<file path="src/rtl/modbus_pkg.sv">
// Shared Modbus RTU definitions: receiver state encoding, CRC-16/Modbus
// constants and a byte-wide CRC update used by the receive and transmit paths.
package modbus_pkg;

    typedef enum logic [2:0] {
        SYNC,
        IDLE,
        RECV,
        GAP,
        DONE
    } rtu_rx_state_t;

    localparam logic [15:0] CRC_INIT    = 16'hFFFF;
    localparam logic [15:0] CRC_POLY    = 16'hA001;
    localparam int          MIN_ADU_LEN = 4;

    // One whole byte through the reflected CRC, LSB first (eight shift/XOR steps).
    function automatic logic [15:0] crc16_byte(input logic [15:0] crc, input logic [7:0] data);
        logic [15:0] c;
        c = crc ^ {8'h00, data};
        for (int i = 0; i < 8; i++) begin
            c = c[0] ? ((c >> 1) ^ CRC_POLY) : (c >> 1);
        end
        return c;
    endfunction

endpackage

</file>
<file path="src/rtl/modbus_crc16.sv">
// Registered CRC-16/Modbus accumulator. clear_i restarts from CRC_INIT; when
// clear_i and en_i coincide the byte is folded into a fresh CRC.
module modbus_crc16
    import modbus_pkg::*;
(
    input  logic        clk_i,
    input  logic        clear_i,
    input  logic        en_i,
    input  logic [7:0]  data_i,
    output logic [15:0] crc_o
);

    logic [15:0] crc_q;
    logic [15:0] base;

    // Starting point for this byte: fresh seed on clear, otherwise running value.
    always_comb begin
        base = clear_i ? CRC_INIT : crc_q;
    end

    // Accumulate one byte per enable; a bare clear just reloads the seed.
    always_ff @(posedge clk_i) begin
        if (en_i) begin
            crc_q <= crc16_byte(base, data_i);
        end else if (clear_i) begin
            crc_q <= CRC_INIT;
        end
    end

    assign crc_o = crc_q;

endmodule

</file>
<file path="src/rtl/modbus_rtu_frame_rx.sv">
// Modbus RTU receive framer: delimits frames by t1.5/t3.5 bus silence, writes
// frame bytes to the buffer, checks CRC on the fly and holds frame status
// until the register-space controller acknowledges it.
module modbus_rtu_frame_rx
    import modbus_pkg::*;
#(
    parameter int T15_CLKS = 1563,
    parameter int T35_CLKS = 3646,
    parameter int MAX_LEN  = 256
) (
    input  logic       i_clk,
    input  logic       i_rst,
    input  logic       i_rx_valid,
    input  logic [7:0] i_rx_data,
    input  logic       i_rx_ferr,
    output logic       o_buf_we,
    output logic [7:0] o_buf_addr,
    output logic [7:0] o_buf_data,
    output logic       o_frame_valid,
    output logic [8:0] o_frame_len,
    output logic       o_crc_ok,
    output logic       o_frame_err,
    input  logic       i_frame_ack,
    output logic       o_overrun
);

    localparam int                CNT_W = $clog2(T35_CLKS + 1);
    localparam logic [CNT_W-1:0]  T15_C = CNT_W'(T15_CLKS);
    localparam logic [CNT_W-1:0]  T35_C = CNT_W'(T35_CLKS);
    localparam logic [8:0]        MAX_L = 9'(MAX_LEN);
    localparam logic [8:0]        MIN_L = 9'(MIN_ADU_LEN);

    rtu_rx_state_t    state_q, state_d;
    logic [CNT_W-1:0] sil_q, sil_d;
    logic [8:0]       len_q, len_d;
    logic             err_q, err_d;
    logic             we_q, we_d;
    logic [7:0]       addr_q, addr_d;
    logic [7:0]       data_q, data_d;
    logic             fv_q, fv_d;
    logic [8:0]       flen_q, flen_d;
    logic             crcok_q, crcok_d;
    logic             ferr_q, ferr_d;
    logic             ovr_q, ovr_d;
    logic             crc_clear;
    logic             crc_en;
    logic [15:0]      crc;

    modbus_crc16 u_crc (
        .clk_i   (i_clk),
        .clear_i (crc_clear),
        .en_i    (crc_en),
        .data_i  (i_rx_data),
        .crc_o   (crc)
    );

    // Next-state, silence timing, buffer write and status latching.
    always_comb begin
        state_d   = state_q;
        sil_d     = i_rx_valid ? '0 : ((sil_q == T35_C) ? sil_q : sil_q + CNT_W'(1));
        len_d     = len_q;
        err_d     = err_q;
        we_d      = 1'b0;
        addr_d    = addr_q;
        data_d    = data_q;
        fv_d      = fv_q;
        flen_d    = flen_q;
        crcok_d   = crcok_q;
        ferr_d    = ferr_q;
        ovr_d     = ovr_q;
        crc_clear = 1'b0;
        crc_en    = 1'b0;
        case (state_q)
            SYNC: begin
                if (!i_rx_valid && sil_q == T35_C) state_d = IDLE;
            end
            IDLE: begin
                if (i_rx_valid) begin
                    state_d   = RECV;
                    len_d     = 9'd1;
                    err_d     = i_rx_ferr;
                    crc_clear = 1'b1;
                    crc_en    = 1'b1;
                    we_d      = 1'b1;
                    addr_d    = 8'd0;
                    data_d    = i_rx_data;
                end
            end
            RECV, GAP: begin
                if (i_rx_valid) begin
                    state_d = RECV;
                    if (len_q < MAX_L) begin
                        we_d   = 1'b1;
                        addr_d = len_q[7:0];
                        data_d = i_rx_data;
                        len_d  = len_q + 9'd1;
                        crc_en = 1'b1;
                        err_d  = err_q | i_rx_ferr | (state_q == GAP);
                    end else begin
                        // Buffer full: byte is neither stored nor counted.
                        err_d = 1'b1;
                    end
                end else if (state_q == RECV && sil_q >= T15_C) begin
                    state_d = GAP;
                end else if (state_q == GAP && sil_q == T35_C) begin
                    state_d = DONE;
                    fv_d    = 1'b1;
                    flen_d  = len_q;
                    crcok_d = (crc == 16'h0000) && (len_q >= MIN_L) && !err_q;
                    ferr_d  = err_q || (len_q < MIN_L);
                end
            end
            DONE: begin
                // Ack takes priority over a colliding byte, leaving overrun clear.
                if (i_frame_ack) begin
                    state_d = IDLE;
                    fv_d    = 1'b0;
                    ovr_d   = 1'b0;
                end else if (i_rx_valid) begin
                    ovr_d = 1'b1;
                end
            end
            default: state_d = SYNC;
        endcase
    end

    // State and output registers with synchronous reset back to bus sync.
    always_ff @(posedge i_clk) begin
        if (i_rst) begin
            state_q <= SYNC;
            sil_q   <= '0;
            len_q   <= '0;
            err_q   <= 1'b0;
            we_q    <= 1'b0;
            addr_q  <= '0;
            data_q  <= '0;
            fv_q    <= 1'b0;
            flen_q  <= '0;
            crcok_q <= 1'b0;
            ferr_q  <= 1'b0;
            ovr_q   <= 1'b0;
        end else begin
            state_q <= state_d;
            sil_q   <= sil_d;
            len_q   <= len_d;
            err_q   <= err_d;
            we_q    <= we_d;
            addr_q  <= addr_d;
            data_q  <= data_d;
            fv_q    <= fv_d;
            flen_q  <= flen_d;
            crcok_q <= crcok_d;
            ferr_q  <= ferr_d;
            ovr_q   <= ovr_d;
        end
    end

    assign o_buf_we      = we_q;
    assign o_buf_addr    = addr_q;
    assign o_buf_data    = data_q;
    assign o_frame_valid = fv_q;
    assign o_frame_len   = flen_q;
    assign o_crc_ok      = crcok_q;
    assign o_frame_err   = ferr_q;
    assign o_overrun     = ovr_q;

endmodule

</file>
<file path="config.mk">
export PLATFORM = sky130hd
export DESIGN_NAME = modbus_rtu_frame_rx
export DESIGN_NICKNAME = d
export VERILOG_FILES = /design/src/rtl/modbus_pkg.sv /design/src/rtl/modbus_crc16.sv /design/src/rtl/modbus_rtu_frame_rx.sv
export SDC_FILE = /design/constraint.sdc
export NUM_CORES = 1
export LEC_CHECK = 0
export CAP_MARGIN = 5
export CORE_MARGIN = 2
export CORE_UTILIZATION = 59
export CTS_CLUSTER_SIZE = 8
export DETAILED_ROUTE_END_ITERATION = 10
export GPL_TIMING_DRIVEN = 0
export PLACE_DENSITY = 0.81
export SLEW_MARGIN = 10
export SYNTH_ARGS = -nofsm -noshare
export SYNTH_HDL_FRONTEND = slang
export SYNTH_SLANG_ARGS = --single-unit
</file>
<file path="constraint.sdc">
create_clock -name i_clk -period 3.06 [get_ports i_clk]
set_clock_uncertainty 0.05 [all_clocks]
set_input_delay 0.612 -clock i_clk [delete_from_list [all_inputs] [get_ports i_clk]]
set_output_delay 0.612 -clock i_clk [all_outputs]
set_load 0.01 [all_outputs]
</file>
==> impl_metrics.py, run 1 <==
metrics = {
    "cells_and_area": {
        "drive_above_1_share_pct": 8.26,
        "final_cell_mix": "dfxtp_1, nand2_1, clkdlybuf4s50_1, nor2_1, a21oi_1",
        "final_common_cell": "dfxtp_1",
        "fin_area_um2": 4010,
        "fin_nets": 447,
        "areaGrowthSynthToFinish_pct": 21.6,
        "diodes": 0,
        "layout.cells.non_filler": 508,
    },
    "logic_synthesis": {
        "synthSimpleGateAreaFrac_pct": 22.8,
        "ys_seq_elements": 71,
        "async_flop_share_pct": 0,
        "synth_xor_area_share_pct": 14.7,
        "synth-compound-area-share_pct": 13.1,
        "synthMuxAreaShare_pct": 1.18,
        "syn-num-nets": 395,
        "synthAdderAreaFrac_pct": 1.14,
        "postSynthCellCount": 379,
        "synth.distinct_cells": 54,
        "yosys_warnings": 0,
        "synth_top_area_cell": "dfxtp_1",
        "synthTopCellsByArea": "dfxtp_1, nand2_1, xnor2_1, a21oi_1, nor2_1",
        "synth_flop_cell": "dfxtp_1",
        "syn_area_um2": 3300,
        "netlist.area_leader.share_pct": 43.1,
        "synth_top_family_by_area": "simple AND/OR/NAND/NOR gates",
        "synth_edf_count": 0,
        "yosysSeqAreaShare_pct": 43.1,
        "syn_area_per_cell_um2": 8.70,
    },
    "detailed_routing": {
        "vias_per_cell": 5.54,
        "routed_wl_mm": 7.47,
        "dr.pass1.iters": 4,
        "drt_iter0_markers": 135,
        "vias": 2814,
        "drc": 0,
        "routedWlPerCell_um": 14.7,
        "final_antenna_net_count": 0,
    },
    "pwr": {
        "swShare_pct": 22.4,
        "p_comb_share_pct": 6.9,
        "seqPwrFrac_pct": 49.7,
        "p_per_area_nw_per_um2": 465,
        "leakagePower_uw": 0.00144,
        "p_int_uw": 1450,
        "p_switching_uw": 417,
        "clockPowerShare_pct": 43.4,
        "peakVddDrop_v": 0.000439,
    },
    "cts": {
        "cts_tree": "done",
        "htreeDepth": 3,
        "cts-root-buf": "clkbuf_8",
        "clkLatencyLatePin_ns": 0.35,
        "clkSinkCount": 71,
        "cts_buffers": 9,
        "post_cts_buffers": 0,
        "cts_max_path_buffers": 2,
        "cts_hold_buf": 0,
        "path_clk_slew_ns": 0.08,
        "cts_resized": 0,
    },
    "timing": {
        "finalHoldViolCount": 0,
        "fmax_mhz": 417,
        "rsz0062_at_grt": "false",
        "fin_crit_sh_pct": 78.4,
        "period_minus_slack_ns": 2.40,
        "fin_tns_setup_ns": 0,
        "worstMarginPinSlew_ns": 0.531,
        "slew_headroom_pct": 64.6,
        "final-setup-viol-count": 0,
        "drv_slew": 0,
    },
    "worst_setup_path": {
        "end_kind": "register",
        "arrival_ns": 2.62,
        "worstSetupStartpointType": "primary input",
        "crit_required_ns": 3.28,
        "critical_path.max_fanout": 10,
        "criticalPathCategory": "in -> reg",
    },
    "die": {
        "dieArea_um2": 6200,
        "dieWidth_um": 78.7,
        "initial_core_util_pct": 60.6,
        "die_y_um": 78.7,
        "num_io_pins": 43,
        "rows": 27,
        "core_area_um2": 5440,
    },
    "place": {
        "placed_area_um2": 3800,
        "dp_cells": 492,
        "io_buffers": 41,
        "dp_hpwl_mm": 5.10,
        "gp_congestion": 0.862,
    },
    "grt": {
        "grt_util_all_layers_pct": 26.0,
        "grt_max_degree": 13,
        "grt_pass1_wl_mm": 12.6,
        "grt.overflow.total": 0,
        "grt_pass1_vias": 2702,
        "antenna_found_initial": 0,
    },
    "hold_path": {
        "hp-class": "reg -> reg",
    },
    "job": {
        "max-cap-violations": 0,
    },
    "outcome": {
        "status": "completed",
    },
}
## final cells by class
class / count / area [um^2]
plain buffers: 25 / 113
clock buffers: 10 / 128
clock inverters: 6 / 85.1
fillers: 399 / 1430
inverters: 4 / 15.0
multi-input cells: 279 / 1750
flip-flops and latches: 71 / 1420
well taps: 72 / 90.1
repair buffers: 41 / 410
## final timing paths
path	startpoint	end	slack, ns	depth (start not counted)
max	i_rx_valid	o_buf_addr[0]	0.66	8
min	o_crc_ok	o_crc_ok	0.40	2
max reg2reg	sil_q[0]	o_frame_len[8]	0.84	9
min reg2reg	o_crc_ok	o_crc_ok	0.40	2
## routing by layer
layer | wire (um) | track usage (%)
met4 | 140 | 13.2
met1 | 3450 | 33.7
met2 | 3600 | 41.5
met3 | 278 | 4.89
met5 | 0 | 0
## synth_stat cells (2+ instances only)
master and instances:
dfxtp_1 71, nand2_1 61, nor2_1 35, a21oi_1 33, xnor2_1 22, clkbuf_1 16
xor2_1 15, nand3_1 10, o21ai_0 10, a22oi_1 9, nor3_1 9, buf_2 7
nand4_1 7, a31oi_1 5, and3_1 5, nor4_1 5, inv_1 4, and4_1 3
ha_1 3, nor3b_1 3, o22ai_1 3, or3_1 3, xnor2_2 3, a211oi_1 2
a311oi_1 2, nand2b_1 2, o21ai_1 2, o21bai_1 2, xnor3_1 2
## worst max-delay path: stages
cell and delay (ns):
clkdlybuf4s50_1 0.44, buf_2 0.19, nor4bb_1 0.15, buf_2 0.20
nor2_2 0.37, clkbuf_1 0.40, nand2_1 0.10, a21oi_1 0.15
## state kept, by name, summed over array words and instances (netlist names)
register and flops:
o_frame_valid 1, o_frame_len 9, u_crc.crc_o 16, o_frame_err 1
err_q 1, o_overrun 1, o_buf_data 8, o_buf_addr 8
sil_q 12, len_q 9, o_buf_we 1, o_crc_ok 1
state_q 3
## logic make-up after synthesis
logic type	after synthesis
multiplexers	3
buffers and inverters	29
flip-flops	71
AO/OA/AOI/OAI	73
AND/OR/NAND/NOR	155
adder cells (fa/ha/maj)	3
XOR/XNOR	45
## through the flow
step	total power (uW)	setup slack (ns)	utilization [%]	hold slack [ns]
5_1_grt	1920	0.467	73.7	0.428
3_3_place_gp	1070	0.354	69.8	0.391
2_1_floorplan	1040	1.15	-	0.397
6_report	1860	0.661	73.7	0.402
4_1_cts	1880	0.689	73.7	0.403
3_5_place_dp	1080	0.339	69.8	0.393
## power groups by stage
stage	clock network [uW]	logic [uW]	registers, uW
2_1_floorplan	0	93.5	948
3_3_place_gp	0	127	948
3_5_place_dp	0	127	948
4_1_cts	825	130	926
5_1_grt	861	137	927
6_report	808	129	927
Note: power is estimated with default switching activity, not from simulation.
==> run 2, diff against run 1 <==
Settings changed: CORE_UTILIZATION 59 to 49, PLACE_DENSITY 0.81 to 0.71.
Clock period 3.06 ns to 2.17 ns, I/O delays scaled along.
==> run 2 against run 1 <==
Largest cell class unchanged. Critical endpoint is now len_q[5]. Sequential cell count stayed put. Routed wire length up 2.3%. Sequential power grew 41%. Power rose by 34%. First-iteration DRC count up 19%. Sequential share of layout area decreased by 0.057 points. Register-to-register slack worse by 0.67 ns. Highest routed layer unchanged. Die area up 19%.
==> impl_metrics.py, run 2 (same netlist as run 1, synthesis figures left out) <==
metrics = {
    "cells_and_area": {
        "fillers": 574,
        "seqCellArea_um2": 1420,
        "fin_nets": 447,
        "utilization_pct": 62.6,
        "final_cell_mix": "dfxtp_1, nand2_1, clkdlybuf4s50_1, nor2_1, a21oi_1",
        "layout.cells.non_filler": 513,
        "areaGrowthSynthToFinish_pct": 21.9,
        "diodes": 0,
        "largest_reg_flops": 16,
        "final_common_cell": "dfxtp_1",
        "drive_above_1_share_pct": 9.86,
        "multiInputGateArea_um2": 1760,
    },
    "worst_setup_path": {
        "timing.rr.start": "state_q[0]",
        "arrival_ns": 2.28,
        "end_kind": "register",
        "reg2reg_depth": 6,
        "critical_path.max_fanout": 10,
        "criticalPathCategory": "in -> reg",
        "worstSetupStartpointType": "primary input",
        "r2r_slack_ns": 0.17,
        "crit_required_ns": 2.36,
        "regToRegEndpoint": "u_crc.crc_o[12]",
    },
    "timing": {
        "period_minus_slack_ns": 2.09,
        "fin_crit_sh_pct": 96.3,
        "rsz0062_at_grt": "false",
        "slew_headroom_pct": 66.2,
        "fmax_mhz": 478,
        "finalHoldViolCount": 0,
        "drv_slew": 0,
        "final-setup-viol-count": 0,
        "worstMarginPinSlew_ns": 0.507,
        "fin_tns_setup_ns": 0,
        "worst_slack_ns": 0.0793,
    },
    "pwr": {
        "p_per_area_nw_per_um2": 623,
        "leakagePower_uw": 0.00144,
        "peakVddDrop_v": 0.000453,
    },
    "detailed_routing": {
        "vias": 2778,
        "drc": 0,
        "routed_wl_mm": 7.64,
        "drt_iter0_markers": 161,
        "dr.pass1.iters": 4,
        "final_antenna_net_count": 0,
        "routedWlPerCell_um": 14.9,
        "vias_per_cell": 5.42,
    },
    "hold_path": {
        "hp-start": "o_frame_len[8]",
        "hp-class": "reg -> reg",
        "hold_path_depth": 2,
        "holdPathEnd": "o_frame_len[8]",
    },
    "cts": {
        "htreeDepth": 3,
        "clkSinkCount": 71,
        "cts_tree": "done",
        "path_clk_slew_ns": 0.09,
        "clkLatencyLatePin_ns": 0.35,
        "cts-root-buf": "clkbuf_8",
        "cts_hold_buf": 0,
        "cts_max_path_buffers": 2,
        "cts_buffers": 9,
    },
    "grt": {
        "grt_max_degree": 15,
        "grt.overflow.total": 0,
        "grt_util_all_layers_pct": 21.8,
        "grt_pass1_vias": 2660,
        "grt_pass1_wl_mm": 12.7,
        "antenna_found_initial": 0,
    },
    "place": {
        "gp_congestion": 0.857,
        "dp_cells": 497,
        "detailedPlace.worstSlack_ns": -0.368,
        "dp_hpwl_mm": 5.31,
        "io_buffers": 41,
    },
    "die": {
        "die_y_um": 86.0,
        "dieArea_um2": 7400,
        "dieWidth_um": 86.0,
        "rows": 29,
        "initial_core_util_pct": 51.3,
        "num_io_pins": 43,
        "core_area_um2": 6420,
    },
    "outcome": {
        "status": "completed",
    },
    "job": {
        "max-cap-violations": 0,
    },
}
-- run 2: metal layers --
layer | track usage, % | part of all wire [%] | up-vias
met5 | 0 | 0 | -
li1 | - | - | 1412
met1 | 28.6 | 47 | 1321
met3 | 6.16 | 3.4 | 6
met4 | 6.78 | 1.1 | 0
met2 | 34.8 | 49 | 39
-- run 2: worst max path at each step --
stage | cells after the start | slack (ns) | endpoint | start
2_1_floorplan | 9 | 0.35 | o_frame_len[0] | sil_q[0]
3_3_place_gp | 8 | -0.38 | o_buf_data[6] | i_rx_valid
3_5_place_dp | 7 | -0.37 | o_buf_addr[3] | i_rx_valid
4_1_cts | 7 | 0.005 | o_frame_len[5] | sil_q[1]
5_1_grt | 7 | 0.01 | u_crc.crc_o[8] | i_rx_valid
6_report | 8 | 0.08 | len_q[5] | i_rx_valid
-- run 2: metrics by stage --
| step | area [um^2] | total power (uW) | hold WS, ns |
|---|---|---|---|
| 3_5_place_dp | 3800 | 1520 | 0.394 |
| 3_3_place_gp | 3800 | 1520 | 0.392 |
| 2_1_floorplan | 3300 | 1470 | 0.397 |
| 4_1_cts | 3990 | 2520 | 0.406 |
| 6_report | 4020 | 2500 | 0.404 |
| 5_1_grt | 4020 | 2600 | 0.427 |
-- run 2: report_power, final --
part / internal [uW] / switching, uW / total (uW) / leakage (uW)
clock network: 460 / 556 / 1020 / 0.0000899
registers: 1300 / 3.37 / 1310 / 0.000572
logic: 94.3 / 87.7 / 182 / 0.000780
-- run 2: layout make-up --
type	count	area share, %
Buffer	24	2.86
Clock buffer	10	3.42
Clock inverter	6	1.25
Inverter	4	0.374
Multi-Input combinational cell	279	43.9
Sequential cell	71	35.4
Tap cell	77	2.40
Timing Repair Buffer	42	10.4
-- run 2: repair_timing --
item / in CTS / in global routing
pin swaps: 0 / 0
setup buffers: 0 / 1
setup endpoints to repair: 8 / 30
resized for setup: 0 / 11
-- run 2: worst max-delay path, cell delays in order --
cell and delay, ns:
clkdlybuf4s50_1 0.49, buf_2 0.22, nor4bb_1 0.30, buf_4 0.24, o2111a_1 0.26, nand3_1 0.11, xor2_1 0.17, nor2_1 0.06
